### config.mk
export PLATFORM = sky130hd
export DESIGN_NAME = fb_blitter
export DESIGN_NICKNAME = d
export VERILOG_FILES = /design/src/rtl/fb_blitter.sv
export SDC_FILE = /design/constraint.sdc
export NUM_CORES = 1
export LEC_CHECK = 0
export ABC_AREA = 1
export CORE_MARGIN = 2
export CORE_UTILIZATION = 45
export CTS_BUF_LIST = sky130_fd_sc_hd__clkbuf_8 sky130_fd_sc_hd__clkbuf_16
export CTS_CLUSTER_DIAMETER = 150
export DETAILED_ROUTE_END_ITERATION = 8
export DONT_BUFFER_PORTS = 1
export GPL_ROUTABILITY_DRIVEN = 0
export GPL_TIMING_DRIVEN = 1
export SYNTH_ARGS = -nofsm -noshare
export SYNTH_HDL_FRONTEND = slang
export SYNTH_SLANG_ARGS = --single-unit
### constraint.sdc
create_clock -name clk -period 2.05 [get_ports clk]
set_input_delay 0.3075 -clock clk [delete_from_list [all_inputs] [get_ports clk]]
set_output_delay 0.3075 -clock clk [all_outputs]
set_load 0.005 [all_outputs]
### src/rtl/fb_blitter.sv
// fb_blitter: copies the CHIP-8 display area from CPU RAM into framebuffer RAM,
// with optional 2x pixel scaling and a zero-fill clear mode.
module fb_blitter #(
   parameter int unsigned CPU_ADDR_W     = 12,
   parameter int unsigned FB_ADDR_W      = 10,
   parameter int unsigned SRC_BASE       = 'h100,
   parameter int unsigned SRC_COLS       = 8,
   parameter int unsigned SRC_ROWS       = 32,
   parameter int unsigned SCALE          = 1,
   parameter int unsigned DST_BASE       = 0,
   parameter int unsigned DST_ROW_STRIDE = 32,
   parameter int unsigned READ_LATENCY   = 1
) (
   input  logic                  clk,
   input  logic                  reset,
   input  logic                  start_signal,
   input  logic                  clear_mode,
   output logic                  busy,
   output logic                  finished_signal,
   output logic [CPU_ADDR_W-1:0] cpu_ram_read_address,
   input  logic [7:0]            cpu_ram_out,
   output logic [FB_ADDR_W-1:0]  fb_write_address,
   output logic                  fb_write_enable,
   output logic [7:0]            fb_ram_in
);

   localparam int unsigned ROW_W  = (SRC_ROWS > 1) ? $clog2(SRC_ROWS) : 1;
   localparam int unsigned COL_W  = (SRC_COLS > 1) ? $clog2(SRC_COLS) : 1;
   localparam int unsigned WAIT_W = 2;

   // Reject configurations the datapath cannot express.
   generate
      if (SCALE != 1 && SCALE != 2) begin : g_bad_scale
         $error("fb_blitter: SCALE must be 1 or 2");
      end
      if (READ_LATENCY < 1 || READ_LATENCY > 3) begin : g_bad_latency
         $error("fb_blitter: READ_LATENCY must be 1..3");
      end
      if (DST_ROW_STRIDE < SRC_COLS * SCALE) begin : g_bad_stride
         $error("fb_blitter: DST_ROW_STRIDE too small for one scaled row");
      end
      if (DST_BASE + (SRC_ROWS * SCALE - 1) * DST_ROW_STRIDE + SRC_COLS * SCALE - 1
          >= (1 << FB_ADDR_W)) begin : g_bad_fit
         $error("fb_blitter: destination rectangle exceeds framebuffer");
      end
   endgenerate

   typedef enum logic [2:0] {
      IDLE  = 3'd0,
      ISSUE = 3'd1,
      WAIT  = 3'd2,
      WRITE = 3'd3,
      DONE  = 3'd4
   } state_t;

   state_t              state_q, state_d;
   logic [ROW_W-1:0]    row_q, row_d;
   logic [COL_W-1:0]    col_q, col_d;
   logic                sr_q, sr_d;
   logic                sc_q, sc_d;
   logic [WAIT_W-1:0]   wait_q, wait_d;
   logic                clear_q, clear_d;
   logic [7:0]          byte_q, byte_d;

   logic                  busy_d;
   logic                  finished_d;
   logic [CPU_ADDR_W-1:0] rd_addr_d;
   logic [FB_ADDR_W-1:0]  wr_addr_d;
   logic                  wr_en_d;
   logic [7:0]            wr_data_d;

   logic                  last_sc;
   logic                  last_sub;
   logic                  last_col;
   logic                  last_byte;

   // Framebuffer address of one destination write.
   function automatic logic [FB_ADDR_W-1:0] dst_addr(input logic [ROW_W-1:0] r,
                                                     input logic [COL_W-1:0] c,
                                                     input logic             s_r,
                                                     input logic             s_c);
      int unsigned a;
      a = DST_BASE + (32'(r) * SCALE + 32'(s_r)) * DST_ROW_STRIDE
          + 32'(c) * SCALE + 32'(s_c);
      return FB_ADDR_W'(a);
   endfunction

   // CPU RAM address of one source byte.
   function automatic logic [CPU_ADDR_W-1:0] src_addr(input logic [ROW_W-1:0] r,
                                                      input logic [COL_W-1:0] c);
      int unsigned a;
      a = SRC_BASE + 32'(r) * SRC_COLS + 32'(c);
      return CPU_ADDR_W'(a);
   endfunction

   // Write data for one sub-column: the byte itself, or one half of its pixel-doubled form.
   function automatic logic [7:0] pixel_data(input logic [7:0] b, input logic s_c);
      logic [15:0] e;
      for (int i = 0; i < 8; i++) begin
         e[2*i]   = b[i];
         e[2*i+1] = b[i];
      end
      if (SCALE == 1) begin
         return b;
      end
      return s_c ? e[7:0] : e[15:8];
   endfunction

   assign last_sc   = (sc_q == 1'(SCALE - 1));
   assign last_sub  = (sr_q == 1'(SCALE - 1)) && last_sc;
   assign last_col  = (col_q == COL_W'(SRC_COLS - 1));
   assign last_byte = (row_q == ROW_W'(SRC_ROWS - 1)) && last_col;

   // State register.
   always_ff @(posedge clk or posedge reset) begin
      if (reset) begin
         state_q <= IDLE;
      end else begin
         state_q <= state_d;
      end
   end

   // Next-state, counters and next output values; outputs follow the state being entered.
   always_comb begin
      state_d   = state_q;
      row_d     = row_q;
      col_d     = col_q;
      sr_d      = sr_q;
      sc_d      = sc_q;
      wait_d    = wait_q;
      clear_d   = clear_q;
      byte_d    = byte_q;
      rd_addr_d = cpu_ram_read_address;
      wr_addr_d = fb_write_address;
      wr_data_d = fb_ram_in;

      unique case (state_q)
         IDLE: begin
            if (start_signal) begin
               clear_d = clear_mode;
               row_d   = '0;
               col_d   = '0;
               sr_d    = 1'b0;
               sc_d    = 1'b0;
               state_d = clear_mode ? WRITE : ISSUE;
            end
         end
         ISSUE: begin
            rd_addr_d = src_addr(row_q, col_q);
            wait_d    = '0;
            state_d   = WAIT;
         end
         WAIT: begin
            if (wait_q == WAIT_W'(READ_LATENCY - 1)) begin
               byte_d  = cpu_ram_out;
               state_d = WRITE;
            end else begin
               wait_d = wait_q + 1'b1;
            end
         end
         WRITE: begin
            if (!last_sub) begin
               if (last_sc) begin
                  sc_d = 1'b0;
                  sr_d = sr_q + 1'b1;
               end else begin
                  sc_d = sc_q + 1'b1;
               end
            end else begin
               sr_d = 1'b0;
               sc_d = 1'b0;
               if (last_byte) begin
                  state_d = DONE;
               end else begin
                  if (last_col) begin
                     col_d = '0;
                     row_d = row_q + 1'b1;
                  end else begin
                     col_d = col_q + 1'b1;
                  end
                  state_d = clear_q ? WRITE : ISSUE;
               end
            end
         end
         DONE: begin
            state_d = IDLE;
         end
         default: begin
            state_d = IDLE;
         end
      endcase

      busy_d     = (state_d == ISSUE) || (state_d == WAIT) || (state_d == WRITE);
      finished_d = (state_d == DONE);
      wr_en_d    = (state_d == WRITE);
      if (state_d == WRITE) begin
         wr_addr_d = dst_addr(row_d, col_d, sr_d, sc_d);
         wr_data_d = clear_d ? 8'h00 : pixel_data(byte_d, sc_d);
      end
   end

   // Datapath and output registers.
   always_ff @(posedge clk or posedge reset) begin
      if (reset) begin
         row_q                <= '0;
         col_q                <= '0;
         sr_q                 <= 1'b0;
         sc_q                 <= 1'b0;
         wait_q               <= '0;
         clear_q              <= 1'b0;
         byte_q               <= '0;
         busy                 <= 1'b0;
         finished_signal      <= 1'b0;
         cpu_ram_read_address <= '0;
         fb_write_address     <= '0;
         fb_write_enable      <= 1'b0;
         fb_ram_in            <= '0;
      end else begin
         row_q                <= row_d;
         col_q                <= col_d;
         sr_q                 <= sr_d;
         sc_q                 <= sc_d;
         wait_q               <= wait_d;
         clear_q              <= clear_d;
         byte_q               <= byte_d;
         busy                 <= busy_d;
         finished_signal      <= finished_d;
         cpu_ram_read_address <= rd_addr_d;
         fb_write_address     <= wr_addr_d;
         fb_write_enable      <= wr_en_d;
         fb_ram_in            <= wr_data_d;
      end
   end

endmodule

-- After elaboration in Yosys (flattened, before gate mapping)
Cells that the tools add are included.
- output and inout bits: 33
- logic and storage cells: 79
- register bits after elaboration: 57
- reductions and logical operators: 8
- bitwise operators: 2
- mux-type cells: 35
- equal/unequal tests: 10
- add/subtract/negate cells: 10
- operator list (kind ; count):
    $mux W8 ; 5
    $mux W3 ; 8
    $mux W5 ; 4
    $eq A3 B2 Y1 const B ; 4
    $pmux W3 S4 ; 1
    $add A10 B3 Y11 ; 1
    $add A10 B1 Y10 ; 1
    $add A10 B3 Y10 ; 1
    $add A9 B8 Y10 const A ; 1
    $pmux W5 S2 ; 1
    $mux W1 ; 9
    $eq A3 B1 Y1 const B ; 2
    $eq A3 B3 Y1 const B ; 2
    $mux W2 ; 3
    $pmux W3 S2 ; 1
    $add A5 B1 Y5 ; 1
    $add A5 B1 Y5 const B ; 1
    $eq A5 B5 Y1 const B ; 1
    $pmux W1 S2 ; 2
    $pmux W2 S2 ; 1
    $add A3 B1 Y3 const B ; 1
    $logic_not A3 Y1 ; 1
    $add A1 B1 Y1 const B ; 2
    $add A2 B1 Y2 const B ; 1
    7 further kinds ; 10

-- Depth between registers and ports, before layout
Gate-level depths: netlist of run 1.
- word-level depth: 9
- gate-level depth with buffers: 14

-- Worst setup path before layout of run 1
Ideal clock, no wire load.
- kind: register -> register
- start point: register row_q[0]
- end point: register fb_write_address[2]
- library setup time: 0.116 ns
- period minus slack after synthesis: 2.104 ns
- slack: -0.054 ns
- stages on the path, launching flop included: 15
- required time: 1.934 ns
- arrival time: 1.988 ns
- path buffers: 0
- cell sequence: dfrtp_1 ha_1 inv_1 nor3_1 ha_1 nand2_1 nand2_1 o21ai_0 a22oi_1 ha_1 ha_1 nor2_1 nor2_1 nand2_1 nand2_1
- word-level cells in the longest chain between the ends: 7
- RTL lines (what ; RTL line ; RTL):
    start, declared ; 57 ; logic [ROW_W-1:0] row_q, row_d;
    start signal, assigned ; 219 ; row_q <= row_d;
    $eq A5 B5 Y1 ; 112 ; assign last_byte = (row_q == ROW_W'(SRC_ROWS - 1)) && last_col;
    $logic_and A1 B1 Y1 ; 112 ;
    $mux W3 ; 172 ; if (last_byte) begin
    $mux W3 ; 162 ; if (!last_sub) begin
    $pmux W3 S2 ; 137 ; unique case (state_q)
    via col_d[0] ; 58 ; logic [COL_W-1:0] col_q, col_d;
    $add A10 B3 Y10 ; 84 ; + 32'(c) * SCALE + 32'(s_c);
    $add A10 B1 Y10 ; 84 ;
    end signal, assigned ; 229 ; fb_write_address <= wr_addr_d;
    end, declared ; 22 ; output logic [FB_ADDR_W-1:0] fb_write_address,
The timed path passes the listed nets, and every way through them passes these cells.
A chain may end at the register's enable or synchronous reset.

-- Final worst setup path of run 1
- start point: register row_q[1]
- end point: register fb_write_address[9]
- word-level cells in the longest chain between the ends: 8
- RTL lines (what ; RTL line ; RTL):
    $eq A5 B5 Y1 ; 112 ;
    $logic_and A1 B1 Y1 ; 112 ;
    $mux W5 ; 172 ;
    $mux W5 ; 162 ;
    $pmux W5 S2 ; 137 ;
    via row_d[0] ; 57 ;
    $add A5 B1 Y5 ; 83 ; a = DST_BASE + (32'(r) * SCALE + 32'(s_r)) * DST_ROW_STRIDE
    $add A10 B3 Y10 ; 84 ;
    $add A10 B1 Y10 ; 84 ;
The timed path passes the listed nets, and every way through them passes these cells.

==> results of run 1 <==
==> logic make-up (layout without fill, tap and decap cells) <==
group,Yosys count,in the layout,synth area share
AO/OA/AOI/OAI,32,32,0.07502
AND/OR/NAND/NOR,143,143,0.2530
adder cells (fa/ha/maj),9,9,0.04656
other,1,4,0.001551
buffers and inverters,38,61,0.07191
XOR/XNOR,1,1,0.003622
flip-flops,53,53,0.5484
==> how the worst max path moves through the flow <==
stage / start / end / depth (start not counted) / slack (ns)
3_3_place_gp: row_q[0]$_DFF_PP0_ / fb_write_address[9]$_DFFE_PP0P_ / 14 / -0.08
5_1_grt: row_q[0]$_DFF_PP0_ / fb_write_address[2]$_DFFE_PP0P_ / 14 / -0.14
3_5_place_dp: row_q[0]$_DFF_PP0_ / fb_write_address[9]$_DFFE_PP0P_ / 14 / -0.11
6_report: row_q[1]$_DFF_PP0_ / fb_write_address[9]$_DFFE_PP0P_ / 14 / 0.02
4_1_cts: row_q[0]$_DFF_PP0_ / fb_write_address[9]$_DFFE_PP0P_ / 14 / -0.02
2_1_floorplan: row_q[0]$_DFF_PP0_ / fb_write_address[9]$_DFFE_PP0P_ / 14 / 0.002
==> per-layer routing <==
metal / share of wire / GRT usage
met1: 0.50 / 0.2446
met2: 0.44 / 0.2635
met3: 0.057 / 0.05176
met4: 0.012 / 0.04821
met5: 0 / 0
==> cell type report <==
class | instances | area, µm²
Clock buffer | 5 | 68.82
Clock inverter | 3 | 46.29
Fill cell | 476 | 2262
Inverter | 30 | 112.6
Multi-Input combinational cell | 189 | 1045
Sequential cell | 53 | 1326
Tap cell | 70 | 87.58
Timing Repair Buffer | 23 | 191.4
==> report_power, final <==
group	internal [mW]	total, mW	switching (mW)
Clock	0.365	0.708	0.343
Sequential	1.42	1.66	0.236
Combinational	0.684	1.76	1.07
Total	2.47	4.12	1.65
==> placed cells by master (no fill, tap or decap), drive strengths merged <==
| cell | instances |
|---|---|
| nand2 | 100 |
| dfrtp | 53 |
| inv | 30 |
| o21ai | 24 |
| buf | 22 |
| nand3 | 18 |
| nor2 | 16 |
| ha | 9 |
| a21oi | 6 |
| clkbuf | 5 |
| conb | 4 |
| nor3 | 4 |
| nand4 | 3 |
| or2 | 2 |
| o211ai | 1 |
| a22oi | 1 |
| xnor2 | 1 |
| bufinv | 1 |
| clkinv | 1 |
| clkinvlp | 1 |
| dlygate4sd3 | 1 |
==> metrics by stage <==
step,util,setup WS (ns),total power [mW],hold slack (ns)
finish,0.5599,0.01701,4.121,0.1326
global route,0.5599,-0.1422,4.523,0.1368
CTS,0.5419,-0.02316,4.065,0.1217
detailed placement,0.5037,-0.1121,3.279,0.2267
global placement,0.5037,-0.07978,3.261,0.2241
floorplan,-,0.002253,2.769,0.4379
==> registers in the layout, summed over array words and instances, names as in the netlist <==
register              count
busy                      1
byte_q                    8
clear_q                   1
col_q                     3
cpu_ram_read_address      9
fb_ram_in                 8
fb_write_address          9
fb_write_enable           1
finished_signal           1
row_q                     5
sc_q                      1
sr_q                      1
state_q                   3
wait_q                    2
==> repair_timing <==
action	in CTS	in global routing
endpoints found under the hold margin	19	0
endpoints found under the setup margin	8	17
hold buffers	1	0
resized for setup	15	17
buffers inserted	3	3
pin swaps	3	11
==> out/summary.txt, run 1 <==
status: completed
Largest stage delay, worst path: 0.39 ns
Via density: 4.705
Post-DP Area: 2589 µm²
leading area contributor after synthesis: dfrtp_1
Data required, critical path: 2.25 ns
worst reg2reg setup slack: 0.02 ns
clock latency on the worst-skew pair: 0.31 ns
Final min period: 2.033 ns
via count: 1,755
synthesis-stage register bit count: 53
vias in the first global route: 1,771
Slew Limit Fails: 0
Starting Density: 0.4705
worst clock skew: 0.008511 ns
max-cap violations: 0
most common cell in the netlist: nand2_1
pwr/cell area: 1432 nW/µm²
register clock-pin slew on the reported worst setup and hold paths: 0.10 ns
# clock sinks: 53
WP data arrival: 2.24 ns
Layout Cells excl Fill: 373
post-route setup TNS: 0 ns
Die Y: 77.31 µm
Post-DP HPWL: 3.368 mm
EDFF count, synth: 0
final hold vios: 0
initial drt markers: 61
Fmax: 0.4919 GHz
initial antenna violation count: 0
first-pass GRT wire length: 8.335 mm
syn_area_per_cell: 8.731 µm²
Synth area leaders: dfrtp_1, nand2_1, ha_1
I/O pin cnt: 45
Critical R2R Launch: row_q[1]$_DFF_PP0_
root buf cell: clkbuf_8
Reg2Reg Depth: 14
DRC violations left: 0
Final setup viols: 0
Inserted Clock Buffers: 5
Die Width: 77.31 µm
Buf/Inv on CP: 1
Cell Area, Synth: 2419 µm²
worst slew pin tran: 0.6777 ns
Final period util: 0.9917
Seq/Total Area, Yosys: 0.5484
# port buffers: 0
Final Cell Area: 2878 µm²
Rows: 26
CP endpoint kind: register
Cells after Synth: 277
r2r endpoint: fb_write_address[9]$_DFFE_PP0P_
Worst Path Max Fanout: 3
Main synth FF type: dfrtp_1
Synth top area share: 0.5484
most used cell, CP: ha_2
VDD IR max: 0.6643 mV
Synth cell types: 27
wire length per cell: 12.77 µm
synth warn: 0
slew margin rel.: 0.5482
ys async rst share: 1.000
CTS Buffer Depth: 2
final WL: 4.763 mm
share of cells above drive strength 1: 0.2343
CTS tree: done
Placeable Area: 5140 µm²
total gr overflow: 0
hold crit path type: in2reg
RSZ-0062 raised after global routing: true
min-delay src: cpu_ram_out[4]
DRT Pass-1 Iters: 4
Area growth syn-to-layout: 18.99%
ant diodes: 0
antenna-violating nets left: 0
CP max stage cell: dfrtp_1
largest net degree at the start of global routing: 22
placed cell count: 358
H-Tree Depth: 2
WHS Endpoint: byte_q[4]$_DFF_PP0_
Leakage: 1.423 nW
CP Launch Type: register
die area: 5977 µm²
gr usage total: 0.1743
top cells by count, synth: nand2_1, dfrtp_1, inv_1
ordered cell list for the critical path: ha_2 -> inv_2 -> nor3_2 -> ha_2 -> nor2_4 -> nand3_4 -> a21oi_2 -> a21oi_2 -> ha_2 -> ha_4 -> nand3_2 -> nand2_1 -> nand3_1 -> nand2_1
nets: 323
Crit path max-delay family: adder cells
Crit Path Category: reg2reg
Hold Crit Depth: 2
Power figures use the tool's default switching activity.
==> run 2, diff against run 1 <==
==> constraint.sdc (replaced) <==
create_clock -name clk -period 2.4 [get_ports clk]
set_input_delay 0.36 -clock clk [delete_from_list [all_inputs] [get_ports clk]]
set_output_delay 0.36 -clock clk [all_outputs]
set_load 0.005 [all_outputs]
==> run 2 against run 1 <==
Via count decreased by 0.28%. Global-route usage decreased by 0.44 points. Setup slack improved by 0.14 ns. First-iteration DRC count increased by 31%. Wire length increased by 0.88%. Count of clock-buffer cells in the layout unchanged. Combinational power decreased by 22%. Clock skew increased by 0.0061 ns. Total power decreased by 20%. Register-to-register slack improved by 0.14 ns. Highest routed layer unchanged.
==> out/summary.txt, run 2 (synthesized netlist as in run 1, its figures left out) <==
die area: 5977 µm² (unchanged)
CP Launch Type: register (unchanged)
H-Tree Depth: 2 (unchanged)
CTS Hold Bufs: 0 (was 1)
largest net degree at the start of global routing: 54 (was 22)
root buf cell: clkbuf_8 (unchanged)
Rows: 26 (unchanged)
Die Y: 77.31 µm (unchanged)
Slew Limit Fails: 0 (unchanged)
hold crit path type: in2async (was in2reg)
I/O pin cnt: 45 (unchanged)
gr usage total: 0.1699 (was 0.1743)
final hold vios: 0 (unchanged)
VDD IR max: 0.7436 mV (was 0.6643 mV)
worst clock skew: 0.01457 ns (was 0.008511 ns)
met2 WL: 2.098 mm (was 2.073 mm)
Leakage: 1.348 nW (was 1.423 nW)
Area growth syn-to-layout: 9.881% (was 18.99%)
DRT Pass-1 Iters: 4 (unchanged)
CTS Buffer Depth: 2 (unchanged)
Sw Share: 0.4185 (was 0.4009)
WL met3: 285 µm (was 271 µm)
area of the multi-input gates: 960.9 µm² (was 1045 µm²)
Post-DP HPWL: 3.251 mm (was 3.368 mm)
share of cells above drive strength 1: 0.1399 (was 0.2343)
Crit Path Category: reg2reg (unchanged)
status: completed (unchanged)
Metal-1 WL: 2.328 mm (was 2.362 mm)
nets: 306 (was 323)
# port buffers: 0 (unchanged)
register area: 1326 µm² (unchanged)
fillers: 540 (was 476)
vias in the first global route: 1,690 (was 1,771)
most common cell after layout, fill and taps aside: nand2_1 (unchanged)
Die Width: 77.31 µm (unchanged)
Final Cell Area: 2658 µm² (was 2878 µm²)
initial antenna violation count: 0 (unchanged)
Fmax: 0.4460 GHz (was 0.4919 GHz)
slew margin rel.: 0.5053 (was 0.5482)
initial drt markers: 80 (was 61)
Starting Density: 0.4705 (unchanged)
sw power: 1.384 mW (was 1.652 mW)
wire length per cell: 13.50 µm (was 12.77 µm)
Final setup viols: 0 (unchanged)
internal power: 1.923 mW (was 2.469 mW)
Data required, critical path: 2.60 ns (was 2.25 ns)
Placeable Area: 5140 µm² (unchanged)
Final min period: 2.242 ns (was 2.033 ns)
total gr overflow: 0 (unchanged)
# clock sinks: 53 (unchanged)
max-cap violations: 0 (unchanged)
via count: 1,750 (was 1,755)
clock network power share: 0.158 (was 0.172)
Power Total: 3.307 mW (was 4.121 mW)
DRC violations left: 0 (unchanged)
register clock-pin slew on the reported worst setup and hold paths: 0.11 ns (was 0.10 ns)
combinational group share of total power: 0.413 (was 0.426)
Via density: 4.916 (was 4.705)
CTS tree: done (unchanged)
Reg2Reg Depth: 14 (unchanged)
CP endpoint kind: register (unchanged)
final WL: 4.805 mm (was 4.763 mm)
first-pass GRT wire length: 8.031 mm (was 8.335 mm)
Post-DP Area: 2499 µm² (was 2589 µm²)
worst slew pin tran: 0.7421 ns (was 0.6777 ns)
Top Metal Used: met4 (unchanged)
Inserted Clock Buffers: 5 (unchanged)
ant diodes: 0 (unchanged)
pwr/cell area: 1244 nW/µm² (was 1432 nW/µm²)
top flop regs: cpu_ram_read_address: 9 flops, fb_write_address: 9 flops (unchanged)
most frequent cells in the layout: nand2_1, dfrtp_1, inv_1 (unchanged)
Worst Path Max Fanout: 4 (was 3)
Final period util: 0.9343 (was 0.9917)
WP data arrival: 2.45 ns (was 2.24 ns)
Seq pwr share: 0.429 (was 0.402)
clock latency on the worst-skew pair: 0.32 ns (was 0.31 ns)
antenna-violating nets left: 0 (unchanged)
==> run 2: path summary, 6_finish.rpt <==
kind,start,slack (ns),to
setup / recovery,row_q[1]$_DFF_PP0_,0.16,fb_write_address[9]$_DFFE_PP0P_
hold / removal,reset,0.09,fb_ram_in[2]$_DFFE_PP0P_
setup reg to reg,row_q[1]$_DFF_PP0_,0.16,fb_write_address[9]$_DFFE_PP0P_
hold reg to reg,byte_q[1]$_DFF_PP0_,0.48,byte_q[1]$_DFF_PP0_
max in group asynchronous,reset,1.86,wait_q[1]$_DFFE_PP0P_
min in group clk,cpu_ram_out[4],0.18,byte_q[4]$_DFF_PP0_
==> run 2: area by class of cell <==
| cell class | instances | area share |
|---|---|---|
| Tap cell | 70 | 0.03296 |
| Sequential cell | 53 | 0.4991 |
| Multi-Input combinational cell | 189 | 0.3616 |
| Clock buffer | 5 | 0.02589 |
| Inverter | 30 | 0.04237 |
| Clock inverter | 3 | 0.009887 |
| Timing Repair Buffer | 6 | 0.02825 |
==> run 2: metal layers <==
| layer | up-vias | GRT usage |
|---|---|---|
| li1 | 888 | - |
| met1 | 807 | 0.2488 |
| met2 | 48 | 0.2391 |
| met3 | 7 | 0.05059 |
| met4 | 0 | 0.05893 |
| met5 | - | 0 |
==> run 2: per-stage QoR <==
stage / cells / setup slack (ns) / setup TNS [ns] / hold slack [ns] / utilization
finish: 356 / 0.1578 / 0 / 0.08581 / 0.5170
global route: 356 / -0.03660 / -0.04535 / 0.1550 / 0.5170
CTS: 354 / 0.03659 / 0 / 0.1317 / 0.5046
detailed placement: 346 / 0.05776 / 0 / 0.4557 / 0.4861
global placement: 346 / 0.1799 / 0 / 0.4528 / 0.4861
floorplan: 280 / 0.2959 / 0 / 0.4379 / -
==> run 2: what timing repair did <==
action,in CTS,in global routing
buffers inserted,0,1
setup endpoints to repair,0,8
resized for setup,0,11
==> run 2: worst max-delay path: stages, from the launching register on <==
cell	delay, ns
dfrtp_1	0.43
ha_1	0.19
inv_1	0.06
nor3_1	0.05
ha_2	0.19
nor2_2	0.14
nand3_2	0.13
a21oi_2	0.16
a21oi_2	0.06
ha_1	0.22
ha_1	0.23
nand3_1	0.09
nand2_1	0.05
nand3_1	0.08
nand2_1	0.05
==> run 2: power groups by stage <==
stage                     registers, mW  clock network (mW)  logic, mW
after global routing               1.46               0.578       1.60
after detailed placement           1.44                   0       1.24
after floorplan                    1.39                   0      0.973
final                              1.42               0.523       1.37
after CTS                          1.43               0.543       1.24
after global placement             1.44                   0       1.21
==> run 3, diff against run 2 <==
--- a/config.mk
+++ b/config.mk
@@ -8,11 +8,11 @@
 export ABC_AREA = 1
 export CORE_MARGIN = 2
 export CORE_UTILIZATION = 45
-export CTS_BUF_LIST = sky130_fd_sc_hd__clkbuf_8 sky130_fd_sc_hd__clkbuf_16
+export CTS_BUF_LIST = sky130_fd_sc_hd__clkbuf_16
 export CTS_CLUSTER_DIAMETER = 150
 export DETAILED_ROUTE_END_ITERATION = 8
 export DONT_BUFFER_PORTS = 1
-export GPL_ROUTABILITY_DRIVEN = 0
+export GPL_ROUTABILITY_DRIVEN = 1
 export GPL_TIMING_DRIVEN = 1
 export SYNTH_ARGS = -nofsm -noshare
 export SYNTH_HDL_FRONTEND = slang
==> run 3 against run 2 <==
Wire length decreased by 3.4%. Die area unchanged. Clock power increased by 39%. Critical path depth unchanged. Global-route usage decreased by 0.13 points. Design area increased by 1.1%. Hold slack improved by 0.029 ns. Combinational power decreased by 8%. Sequential share of layout area decreased by 0.53 points. Largest cell class unchanged.
==> out/summary.txt, run 3 (synthesized netlist as in run 1, its figures left out) <==
status: completed (unchanged)
WP data arrival: 2.41 ns (was 2.45 ns)
ant diodes: 0 (unchanged)
CP max stage cell: dfrtp_1 (unchanged)
largest net degree at the start of global routing: 54 (unchanged)
DRC violations left: 0 (unchanged)
area of the multi-input gates: 958.4 µm² (was 960.9 µm²)
# port buffers: 0 (unchanged)
die area: 5977 µm² (unchanged)
nets: 305 (was 306)
sw power: 1.371 mW (was 1.384 mW)
worst slew pin tran: 0.7634 ns (was 0.7421 ns)
Crit Path Category: reg2reg (unchanged)
fillers: 533 (was 540)
CP Launch Type: register (unchanged)
hold crit path type: in2async (unchanged)
most frequent cells in the layout: nand2_1, dfrtp_1, inv_1 (unchanged)
gr usage total: 0.1686 (was 0.1699)
Final setup viols: 0 (unchanged)
share of cells above drive strength 1: 0.1333 (was 0.1399)
Placeable Area: 5140 µm² (unchanged)
most used cell, CP: ha_1 (unchanged)
Seq pwr share: 0.416 (was 0.429)
final WL: 4.643 mm (was 4.805 mm)
total gr overflow: 0 (unchanged)
r2r endpoint: fb_write_address[9]$_DFFE_PP0P_ (unchanged)
Die Width: 77.31 µm (unchanged)
top flop regs: cpu_ram_read_address: 9 flops, fb_write_address: 9 flops (unchanged)
DRT Pass-1 Iters: 4 (unchanged)
Buf/Inv on CP: 1 (unchanged)
Reg2Reg Depth: 14 (unchanged)
Final min period: 2.223 ns (was 2.242 ns)
clock network power share: 0.214 (was 0.158)
worst clock skew: 0.01104 ns (was 0.01457 ns)
Rows: 26 (unchanged)
Final period util: 0.9264 (was 0.9343)
Fmax: 0.4498 GHz (was 0.4460 GHz)
internal power: 2.040 mW (was 1.923 mW)
Sw Share: 0.4020 (was 0.4185)
Largest stage delay, worst path: 0.41 ns (was 0.43 ns)
pwr/cell area: 1270 nW/µm² (was 1244 nW/µm²)
max-cap violations: 0 (unchanged)
# clock sinks: 53 (unchanged)
antenna-violating nets left: 0 (unchanged)
final RePlAce weighted congestion: 0.8844
initial drt markers: 99 (was 80)
Slew Limit Fails: 0 (unchanged)
vias in the first global route: 1,691 (was 1,690)
worst reg2reg setup slack: 0.18 ns (was 0.16 ns)
Data required, critical path: 2.58 ns (was 2.60 ns)
ordered cell list for the critical path: ha_1 -> inv_1 -> nor3_1 -> ha_2 -> nor2_2 -> nand3_2 -> a21oi_2 -> a21oi_2 -> ha_1 -> ha_1 -> nand3_1 -> nand2_1 -> nand3_1 -> nand2_1 (unchanged)
via count: 1,728 (was 1,750)
most common cell after layout, fill and taps aside: nand2_1 (unchanged)
CP endpoint kind: register (unchanged)
Starting Density: 0.4705 (unchanged)
initial antenna violation count: 0 (unchanged)
final hold vios: 0 (unchanged)
CTS Buffer Depth: 2 (unchanged)
Via density: 4.868 (was 4.916)
register area: 1326 µm² (unchanged)
Critical R2R Launch: row_q[1]$_DFF_PP0_ (unchanged)
register clock-pin slew on the reported worst setup and hold paths: 0.08 ns (was 0.11 ns)
Leakage: 1.360 nW (was 1.348 nW)
Crit path max-delay family: adder cells (unchanged)
I/O pin cnt: 45 (unchanged)
combinational group share of total power: 0.370 (was 0.413)
Area growth syn-to-layout: 11.07% (was 9.881%)
VDD IR max: 0.5942 mV (was 0.7436 mV)
first-pass GRT wire length: 7.962 mm (was 8.031 mm)
slew margin rel.: 0.4911 (was 0.5053)
Post-DP HPWL: 3.251 mm (unchanged)
wire length per cell: 13.08 µm (was 13.50 µm)
Worst Path Max Fanout: 4 (unchanged)
CTS tree: done (unchanged)
Power Total: 3.411 mW (was 3.307 mW)
Die Y: 77.31 µm (unchanged)
H-Tree Depth: 2 (unchanged)
Core Util, Final: 0.5226 (was 0.5170)
root buf cell: clkbuf_16 (was clkbuf_8)
Inserted Clock Buffers: 5 (unchanged)
clock latency on the worst-skew pair: 0.30 ns (was 0.32 ns)
## run 3: routing by layer
layer  GRT usage  part of all wire  vias to the layer above
met5           0                 0                        -
met2      0.2391              0.43                       41
met4     0.06964             0.017                        0
met1      0.2450              0.49                      796
met3     0.04353             0.054                        7
li1            -                 -                      884
## run 3: final cells by class
| type | instances | share of cell area |
|---|---|---|
| clock inverters | 3 | 0.009781 |
| multi-input cells | 189 | 0.3568 |
| flip-flops and latches | 53 | 0.4937 |
| inverters | 30 | 0.04192 |
| well taps | 70 | 0.03260 |
| clock buffers | 5 | 0.04658 |
| repair buffers | 5 | 0.01863 |
## run 3: timing repair
item                       in CTS  in global routing
hold buffers                    0                  0
setup buffers                   0                  1
gates resized for setup         0                  9
setup endpoints to repair       0                  8
## run 3: stage by stage
stage / cell area (µm²) / hold WS [ns] / setup WS (ns) / std cells / TNS (ns)
after floorplan: 2430 / 0.4379 / 0.2959 / 280 / 0
after detailed placement: 2499 / 0.4557 / 0.05776 / 346 / 0
after global placement: 2499 / 0.4528 / 0.1799 / 346 / 0
after CTS: 2650 / 0.1625 / 0.04731 / 354 / 0
final: 2686 / 0.1146 / 0.1766 / 355 / 0
after global routing: 2686 / 0.1933 / -0.01434 / 355 / -0.01998
## run 3: worst reg2reg max path, stage by stage (launching register included)
cell and delay (ns):
dfrtp_1 0.41, ha_1 0.19, inv_1 0.06, nor3_1 0.05, ha_2 0.19, nor2_2 0.14
nand3_2 0.13, a21oi_2 0.17, a21oi_2 0.06, ha_1 0.22, ha_1 0.23, nand3_1 0.09
nand2_1 0.05, nand3_1 0.08, nand2_1 0.05
## run 3: worst max-delay path by stage
stage                        from                         endpoint  slack (ns)  depth (start not counted)
6_report       row_q[1]$_DFF_PP0_  fb_write_address[9]$_DFFE_PP0P_        0.18                         14
3_5_place_dp   row_q[1]$_DFF_PP0_  fb_write_address[2]$_DFFE_PP0P_        0.06                         14
4_1_cts        row_q[1]$_DFF_PP0_  fb_write_address[2]$_DFFE_PP0P_        0.05                         14
5_1_grt        row_q[1]$_DFF_PP0_  fb_write_address[9]$_DFFE_PP0P_       -0.01                         14
2_1_floorplan  row_q[0]$_DFF_PP0_  fb_write_address[2]$_DFFE_PP0P_        0.30                         14
3_3_place_gp   row_q[1]$_DFF_PP0_  fb_write_address[2]$_DFFE_PP0P_        0.18                         14
## run 3: power groups by stage
stage               Clock, mW  Sequential [mW]  Combinational (mW)
floorplan                   0             1.39               0.973
global placement            0             1.44                1.21
detailed placement          0             1.44                1.24
CTS                     0.747             1.43                1.24
global route            0.775             1.46                1.49
finish                  0.729             1.42                1.26
